===== src/rtl/i2c_init_sequencer.sv =====
// ---------------------------------------------------------------------------
// i2c_init_sequencer
//
// Walks a fixed seven-entry register table and pushes each entry to a
// peripheral as a two-byte I2C write through a downstream byte-level I2C
// controller. Each transaction is: raise enable, wait for the controller to
// leave idle, present byte0 until the first write_in_progress rise, present
// byte1 until the second rise, then drop enable so the controller issues STOP
// after exactly two bytes. A fixed idle gap separates transactions. A per-state
// watchdog aborts to S_ERROR if the controller stops responding.
//
// Parameters
//   PERIPH_ADDR     7-bit target address driven on periph_addr
//   GAP_CYCLES      idle clk cycles between transactions (>= 1)
//   TIMEOUT_CYCLES  per-state watchdog limit in clk cycles (>= 1)
//
// Ports
//   clk          in   system clock, rising edge
//   reset        in   synchronous, active-high reset
//   start        in   run the table; honoured only in S_IDLE/S_DONE/S_ERROR
//   ctrl_ready   in   controller idle flag
//   ctrl_wip     in   controller write_in_progress
//   enable       out  controller enable
//   mode         out  transfer direction, constant 1 (write)
//   periph_addr  out  constant PERIPH_ADDR
//   input_byte   out  byte offered to the controller
//   busy         out  table run in progress (S_START..S_GAP)
//   done         out  table completed
//   error        out  watchdog expired
//   entry_index  out  current (or last / failing) table entry
// ---------------------------------------------------------------------------
module i2c_init_sequencer #(
    parameter logic [6:0] PERIPH_ADDR    = 7'h1A,
    parameter int         GAP_CYCLES     = 16,
    parameter int         TIMEOUT_CYCLES = 4096
) (
    input  logic       clk,
    input  logic       reset,
    input  logic       start,
    input  logic       ctrl_ready,
    input  logic       ctrl_wip,
    output logic       enable,
    output logic       mode,
    output logic [6:0] periph_addr,
    output logic [7:0] input_byte,
    output logic       busy,
    output logic       done,
    output logic       error,
    output logic [2:0] entry_index
);

    // One counter serves both the watchdog and the inter-transaction gap, so
    // it is sized for whichever limit is larger.
    localparam int CNT_MAX = (TIMEOUT_CYCLES > GAP_CYCLES) ? TIMEOUT_CYCLES : GAP_CYCLES;
    localparam int CNT_W   = $clog2(CNT_MAX + 1);

    localparam logic [CNT_W-1:0] TIMEOUT_LAST = CNT_W'(TIMEOUT_CYCLES - 1);
    localparam logic [CNT_W-1:0] GAP_LAST     = CNT_W'(GAP_CYCLES - 1);
    localparam logic [2:0]       LAST_ENTRY   = 3'd6;

    // Four bits leave spare encodings so a corrupted state register has a
    // defined recovery path back to S_IDLE.
    typedef enum logic [3:0] {
        S_IDLE  = 4'd0,
        S_START = 4'd1,
        S_BYTE0 = 4'd2,
        S_BYTE1 = 4'd3,
        S_STOP  = 4'd4,
        S_GAP   = 4'd5,
        S_DONE  = 4'd6,
        S_ERROR = 4'd7
    } state_t;

    state_t           state_q;
    state_t           state_d;
    logic [CNT_W-1:0] cnt_q;
    logic [CNT_W-1:0] cnt_d;
    logic [2:0]       entry_q;
    logic [2:0]       entry_d;
    logic             wip_q;

    logic             wip_rise;
    logic             timed_out;
    logic             gap_over;
    logic             in_run;
    logic [15:0]      cur_entry;

    // NOTE: the init table is a constant ROM decoded from entry_index; it has
    // no storage of its own, so there is nothing to reset.
    function automatic logic [15:0] table_entry(input logic [2:0] idx);
        case (idx)
            3'd0:    table_entry = 16'h1E00;
            3'd1:    table_entry = 16'h0C10;
            3'd2:    table_entry = 16'h0E02;
            3'd3:    table_entry = 16'h1000;
            3'd4:    table_entry = 16'h0812;
            3'd5:    table_entry = 16'h0A00;
            3'd6:    table_entry = 16'h1201;
            default: table_entry = 16'h0000;
        endcase
    endfunction

    assign cur_entry = table_entry(entry_q);
    assign wip_rise  = ctrl_wip & ~wip_q;
    assign timed_out = (cnt_q == TIMEOUT_LAST);
    assign gap_over  = (cnt_q == GAP_LAST);
    assign in_run    = (state_q == S_START) || (state_q == S_BYTE0) ||
                       (state_q == S_BYTE1) || (state_q == S_STOP)  ||
                       (state_q == S_GAP);

    // -----------------------------------------------------------------------
    // State, counter, entry and edge-detect registers
    // -----------------------------------------------------------------------
    // NOTE: sequential state uses non-blocking assignments only, so every
    // register samples the pre-edge value of every other register.
    always_ff @(posedge clk) begin
        if (reset) begin
            state_q <= S_IDLE;
            cnt_q   <= '0;
            entry_q <= 3'd0;
            wip_q   <= 1'b0;
        end else begin
            state_q <= state_d;
            cnt_q   <= cnt_d;
            entry_q <= entry_d;
            wip_q   <= ctrl_wip;
        end
    end

    // -----------------------------------------------------------------------
    // Next-state logic
    // -----------------------------------------------------------------------
    // NOTE: every signal assigned here gets a default first, so no path can
    // leave one unassigned and infer a latch.
    always_comb begin
        state_d = state_q;
        entry_d = entry_q;

        case (state_q)
            S_IDLE, S_DONE, S_ERROR: begin
                if (start) begin
                    state_d = S_START;
                    entry_d = 3'd0;
                end
            end
            // Progress takes priority over the watchdog when both fire on the
            // same cycle.
            S_START: begin
                if (!ctrl_ready)    state_d = S_BYTE0;
                else if (timed_out) state_d = S_ERROR;
            end
            S_BYTE0: begin
                if (wip_rise)       state_d = S_BYTE1;
                else if (timed_out) state_d = S_ERROR;
            end
            S_BYTE1: begin
                if (wip_rise)       state_d = S_STOP;
                else if (timed_out) state_d = S_ERROR;
            end
            S_STOP: begin
                if (ctrl_ready)     state_d = S_GAP;
                else if (timed_out) state_d = S_ERROR;
            end
            S_GAP: begin
                if (gap_over) begin
                    if (entry_q == LAST_ENTRY) begin
                        state_d = S_DONE;
                    end else begin
                        state_d = S_START;
                        entry_d = entry_q + 3'd1;
                    end
                end
            end
            default: state_d = S_IDLE;
        endcase
    end

    // The counter measures time spent in the current state: it restarts on
    // every transition and only runs where a limit applies.
    always_comb begin
        cnt_d = '0;
        if (state_d == state_q && in_run) begin
            cnt_d = cnt_q + 1'b1;
        end
    end

    // -----------------------------------------------------------------------
    // Outputs (decoded from the registered state only)
    // -----------------------------------------------------------------------
    always_comb begin
        enable     = 1'b0;
        input_byte = 8'h00;
        case (state_q)
            S_START, S_BYTE0: begin
                enable     = 1'b1;
                input_byte = cur_entry[15:8];
            end
            S_BYTE1: begin
                enable     = 1'b1;
                input_byte = cur_entry[7:0];
            end
            default: begin
                enable     = 1'b0;
                input_byte = 8'h00;
            end
        endcase
    end

    assign busy        = in_run;
    assign done        = (state_q == S_DONE);
    assign error       = (state_q == S_ERROR);
    assign entry_index = entry_q;
    assign mode        = 1'b1;
    assign periph_addr = PERIPH_ADDR;

endmodule


===== config.mk =====
export PLATFORM = sky130hd
export DESIGN_NAME = i2c_init_sequencer
export DESIGN_NICKNAME = d
export VERILOG_FILES = /design/src/rtl/i2c_init_sequencer.sv
export SDC_FILE = /design/constraint.sdc
export NUM_CORES = 1
export LEC_CHECK = 0
export CAP_MARGIN = 0
export CORE_MARGIN = 2
export CORE_UTILIZATION = 52
export DETAILED_ROUTE_END_ITERATION = 7
export GPL_ROUTABILITY_DRIVEN = 0
export HOLD_SLACK_MARGIN = 0.06
export PLACE_DENSITY = 0.9
export RECOVER_POWER = 25
export SKIP_LAST_GASP = 1
export SYNTH_ARGS = -nofsm -noshare
export SYNTH_HDL_FRONTEND = slang
export SYNTH_SLANG_ARGS = --single-unit

===== constraint.sdc =====
create_clock -name clk -period 2.75 [get_ports clk]
set_input_delay 0.275 -clock clk [delete_from_list [all_inputs] [get_ports clk]]
set_output_delay 0.275 -clock clk [all_outputs]
set_load 0.05 [all_outputs]

==> flow_metrics.py, run 1 <==
metrics = {
    "run_status": {
        "outcome": "finished clean",
    },
    "finish": {
        "area_growth_pct": 9.51,
        "nets": 208,
        "final_area_sq_mm": 0.00167,
        "nFillCells": 245,
        "seq_area_sq_um": 420,
        "drive_above_1_share_pct": 9.14,
        "antenna_cells": 0,
        "multi_input_area_sq_um": 990,
    },
    "drt": {
        "vias": 1423,
        "drc_errors": 0,
        "vias_per_cell": 6.24,
        "routedWlPerCell_um": 14.5,
        "drtIter0Drc": 62,
        "routed_wl_um": 3300,
        "drt_first_pass_iters": 7,
        "final_antenna_net_count": 0,
    },
    "setup_path": {
        "path_class": "reg -> out",
        "slowest_stage": "clkdlybuf4s50_1",
        "cp_num_buf_inv": 1,
        "path_max_fanout": 17,
        "startpoint_type": "flop",
        "cp-startpoint": "state_q[2]$_SDFF_PP0_",
        "r2r-start": "state_q[2]$_SDFF_PP0_",
        "max_stage_delay_ps": 790,
        "critical_path_required_ps": 2480,
        "end_kind": "primary output",
        "crit_chain": "nor2b_1, and3_1, clkdlybuf4s50_1",
        "worstPathArrival_ps": 2320,
        "cp_top_family": "buffers and inverters",
    },
    "cts": {
        "cts_buffers": 3,
        "path_clk_slew_ps": 110,
        "root_buffer": "clkbuf_4",
        "cts_setup_buffers": 0,
        "h-tree-depth": 1,
        "cts_tree": "built",
        "clkLatencyLatePin_ps": 300,
        "clockBufferDepth": 2,
        "holdBufCountCts": 0,
        "clock-sinks": 21,
    },
    "logic_synthesis": {
        "synth_seq_area_share_pct": 27.5,
        "yosys_most_used_dff": "dfxtp_1",
        "synthCells": 184,
        "synth_edf_count": 0,
        "post_synth_num_cell_types": 50,
        "synthArstFlopShare_pct": 0,
        "avgSynthCellArea_sq_um": 8.30,
        "netlist_area_sq_mm": 0.00153,
        "ys_seq_elements": 21,
        "yosys_warnings": 0,
    },
    "grt": {
        "grt.total_usage_pct": 20.2,
        "antenna_found_initial": 0,
        "grt_max_degree": 19,
        "grt_pass1_vias": 1156,
        "grt_first_pass_wirelength_um": 5250,
        "grt-ovfl-total": 0,
    },
    "placed_design": {
        "port_buffers": 16,
        "placed_cell_area_sq_mm": 0.00165,
        "dp_hpwl_um": 2390,
    },
    "pwr": {
        "peakVddDrop_mv": 0.315,
        "power_leakage_nw": 0.571,
        "power_density_mw_per_mm2": 332,
        "total_power_w": 0.000555,
    },
    "timing": {
        "finalCritPeriodShare_pct": 94.3,
        "finalHoldViolations": 0,
        "timing.hold.ws_ps": 485,
        "period_minus_slack_ps": 2590,
        "slew_headroom_pct": 60.7,
        "maxSlewViolCount": 0,
        "worst_slew_pin_slew_ps": 579,
        "setup_viol": 0,
        "fin_skew_ps": 1.54,
        "clock.fmax_mhz": 386,
        "rsz0062_at_grt": "false",
        "setup_tns_ps": 0,
    },
    "hold_path": {
        "hold_path.class": "reg -> reg",
        "hp-start": "cnt_q[0]$_SDFF_PP0_",
    },
    "floorplanning": {
        "start_util_pct": 54.9,
        "num_io_pins": 28,
        "dieArea_sq_mm": 0.00338,
        "fp.dieW_um": 58.2,
        "row_count": 19,
        "core-area_sq_mm": 0.00278,
        "die_h_um": 58.2,
    },
    "job": {
        "cap_violations": 0,
    },
}
==> power breakdown <==
part | leakage, nW | switching (W) | internal (W)
Combinational | 0.386 | 0.0000696 | 0.0000248
Sequential | 0.170 | 0.00000697 | 0.000307
Clock | 0.0150 | 0.0000906 | 0.0000566
==> cell usage after synthesis (all sizes together) (5+ instances only) <==
| library cell | number | area [sq um] |
|---|---|---|
| ha | 5 | 62.6 |
| a21oi | 7 | 38.8 |
| dfxtp | 21 | 420 |
| buf | 17 | 113 |
| a2111oi | 9 | 95.1 |
| nor2b | 5 | 31.3 |
| nand2 | 11 | 41.3 |
| xor2 | 5 | 43.8 |
| a211oi | 5 | 37.5 |
| inv | 6 | 22.5 |
| nand3 | 6 | 30.0 |
| nor3 | 7 | 35.0 |
| nor2 | 15 | 56.3 |
| xnor2 | 7 | 61.3 |
| nand4 | 5 | 31.3 |
==> per-stage QoR <==
step / cells / setup slack, ps / util, %
floorplan: 194 / 300 / -
global route: 228 / 89.6 / 60.1
CTS: 228 / 177 / 60.4
detailed placement: 224 / 398 / 59.4
global placement: 224 / 454 / 59.4
finish: 228 / 156 / 60.1
==> state kept, by name (all words and copies together), names as in the netlist <==
| name | count |
|---|---|
| cnt_q | 13 |
| entry_index | 3 |
| state_q | 4 |
| wip_q | 1 |
==> final timing paths <==
path,depth (start not counted),slack [ps],to
worst max register to register,5,330,cnt_q[9]$_SDFF_PP0_
worst min register to register,1,490,cnt_q[0]$_SDFF_PP0_
worst min-delay path,1,490,cnt_q[0]$_SDFF_PP0_
worst max-delay path,3,160,error
==> kinds of logic (layout without fill, tap and decap cells) <==
| group | count (synthesis) | after routing | share of synthesized area [%] |
|---|---|---|---|
| and+or+nand+nor | 68 | 68 | 24.5 |
| muxes | 5 | 5 | 3.69 |
| adders and majority gates | 5 | 5 | 4.10 |
| other | 2 | 12 | 0.492 |
| buffers and inverters | 27 | 30 | 9.84 |
| xor gates and xnor gates | 12 | 12 | 6.89 |
| AOI/OAI and AO/OA | 44 | 44 | 23.0 |
| DFF | 21 | 21 | 27.5 |
==> layer usage <==
| layer | track usage (%) | share of wire, % |
|---|---|---|
| met5 | 0 | 0 |
| met4 | 8.97 | 1.7 |
| met3 | 4.02 | 6.7 |
| met2 | 30.2 | 47 |
| met1 | 28.0 | 45 |
==> layout by cell type (no fill, tap or decap), drive strengths merged, types with 2 or more instances in the layout <==
cell type / n
dfxtp: 21
nor2: 15
conb: 12
nand2: 11
a2111oi: 9
clkdlybuf4s50: 8
buf: 8
xnor2: 7
a21oi: 7
nor3: 7
inv: 6
nand3: 6
nor2b: 5
nand4: 5
a211oi: 5
xor2: 5
ha: 5
clkbuf: 5
a31oi: 4
and3: 3
o21ai: 3
nand2b: 3
dlygate4sd3: 3
nor4: 3
mux2i: 3
o31ai: 2
a32o: 2
o211ai: 2
nor3b: 2
mux2: 2
and2: 2
==> what timing repair did <==
action | CTS | global route
endpoints found under the hold margin | 0 | 0
setup endpoints to repair | 0 | 2
resized for setup | 0 | 1
==> layout make-up <==
cell class | count | area share (%)
clock buffers | 4 | 1.57
inverters | 6 | 1.35
multi-input cells | 146 | 59.2
flip-flops and latches | 21 | 25.1
well taps | 31 | 2.32
repair buffers | 20 | 10.4
Power figures use the tool's default switching activity.
==> run 2, diff against run 1 <==
CORE_UTILIZATION = 56   (was 52)
PLACE_DENSITY = 0.95   (was 0.9)
clock period = 3 ns   (was 2.75 ns; I/O delays follow)
==> flow_metrics.py, run 2 (same netlist as run 1, synthesis figures left out) <==
metrics = {
    "drt": {
        "routed_wl_um": 3790,
        "vias": 1463,
        "drc_errors": 0,
        "final_antenna_net_count": 0,
        "routedWlPerCell_um": 16.8,
        "drtIter0Drc": 85,
        "vias_per_cell": 6.47,
        "drt_first_pass_iters": 4,
    },
    "timing": {
        "timing.hold.ws_ps": 488,
        "period_minus_slack_ps": 2880,
        "fin_skew_ps": 15.2,
        "worst_slew_pin_slew_ps": 671,
        "finalCritPeriodShare_pct": 96.0,
        "finalHoldViolations": 0,
        "clock.fmax_mhz": 347,
        "slew_headroom_pct": 54.9,
        "maxSlewViolCount": 0,
        "setup_viol": 0,
        "rsz0062_at_grt": "false",
        "setup_tns_ps": 0,
    },
    "run_status": {
        "outcome": "finished clean",
    },
    "placed_design": {
        "dp_hpwl_um": 2760,
        "place_inst": 222,
        "port_buffers": 16,
    },
    "finish": {
        "antenna_cells": 0,
        "drive_above_1_share_pct": 7.65,
        "fin_cells": 226,
        "final_common_cell": "dfxtp_1",
        "nets": 207,
        "final_cell_mix": "dfxtp_1, nor2_1, conb_1",
        "largest_reg_flops": 13,
        "area_growth_pct": 10.7,
        "regMostFlops": "cnt_q",
    },
    "setup_path": {
        "critical_path_required_ps": 2700,
        "end_kind": "primary output",
        "worstPathArrival_ps": 2580,
        "max_stage_delay_ps": 830,
        "crit_chain": "inv_1, nor3_2, nand2_1, nor2_1, clkdlybuf4s50_1",
        "startpoint_type": "flop",
        "path_class": "reg -> out",
        "slowest_stage": "clkdlybuf4s50_1",
        "path_max_fanout": 12,
    },
    "cts": {
        "clockBufferDepth": 2,
        "root_buffer": "clkbuf_4",
        "holdBufCountCts": 0,
        "clkLatencyLatePin_ps": 310,
        "cts_tree": "built",
        "path_clk_slew_ps": 120,
        "cts_buffers": 3,
        "clock-sinks": 21,
        "h-tree-depth": 1,
    },
    "hold_path": {
        "hold_path.class": "reg -> reg",
    },
    "grt": {
        "grt.total_usage_pct": 24.9,
        "antenna_found_initial": 0,
        "grt_max_degree": 18,
        "grt_first_pass_wirelength_um": 6350,
        "grt_pass1_vias": 1354,
        "grt-ovfl-total": 0,
    },
    "floorplanning": {
        "die_h_um": 56.2,
        "dieArea_sq_mm": 0.00316,
        "start_util_pct": 60.5,
        "row_count": 18,
        "fp.dieW_um": 56.2,
        "num_io_pins": 28,
        "core-area_sq_mm": 0.00252,
    },
    "pwr": {
        "power_density_mw_per_mm2": 302,
        "power_leakage_nw": 0.596,
        "peakVddDrop_mv": 0.491,
    },
    "job": {
        "cap_violations": 0,
    },
}
==> run 2: report_power, final <==
group	internal [W]	switching [W]
Clock	0.0000498	0.0000856
Sequential	0.000281	0.00000381
Combinational	0.0000227	0.0000676
Total	0.000354	0.000157
==> run 2: worst max-delay path: cells and delay by family (launching register included) <==
kind                   cells  cell delay (ps)
AND/OR/NAND/NOR            3              650
flip-flops                 1              570
buffers and inverters      2             1040
==> run 2: path summary, 6_finish.rpt <==
path	startpoint	end	slack, ps	cells past startpoint
min reg2reg	cnt_q[0]$_SDFF_PP0_	cnt_q[0]$_SDFF_PP0_	490	1
min	cnt_q[0]$_SDFF_PP0_	cnt_q[0]$_SDFF_PP0_	490	1
max reg2reg	entry_index[0]$_SDFFE_PP0P_	cnt_q[5]$_SDFF_PP0_	280	7
max	state_q[1]$_SDFF_PP0_	input_byte[0]	120	5
==> run 2: layout make-up <==
type / count / area [sq um]
Inverter: 6 / 22.5
Clock buffer: 3 / 22.5
Sequential cell: 21 / 420
Multi-Input combinational cell: 146 / 998
Clock inverter: 1 / 5.00
Fill cell: 193 / 832
Timing Repair Buffer: 19 / 184
Tap cell: 30 / 37.5
==> run 2: layer usage <==
| layer | track usage [%] | share of wire (%) | vias to the layer above |
|---|---|---|---|
| met2 | 46.6 | 53 | 80 |
| met4 | 5.44 | 3.3 | 0 |
| met1 | 28.5 | 37 | 680 |
| li1 | - | - | 683 |
| met3 | 5.35 | 7.3 | 20 |
| met5 | 0 | 0 | - |
==> run 2: timing repair <==
| action | 4_1_cts | 5_1_grt |
|---|---|---|
| buffers inserted | 0 | 0 |
| cloned | 0 | 0 |
| resized for setup | 1 | 3 |
| setup endpoints to repair | 1 | 4 |
==> run 2: through the flow <==
stage / instance area, sq um / utilization, % / power (W) / worst slack, ps
3_3_place_gp: 1660 / 65.7 / 0.000378 / 401
4_1_cts: 1690 / 67.0 / 0.000511 / 77.9
3_5_place_dp: 1660 / 65.7 / 0.000380 / 272
2_1_floorplan: 1560 / - / 0.000372 / 527
6_report: 1690 / 67.0 / 0.000511 / 120
5_1_grt: 1690 / 67.0 / 0.000530 / 3.84
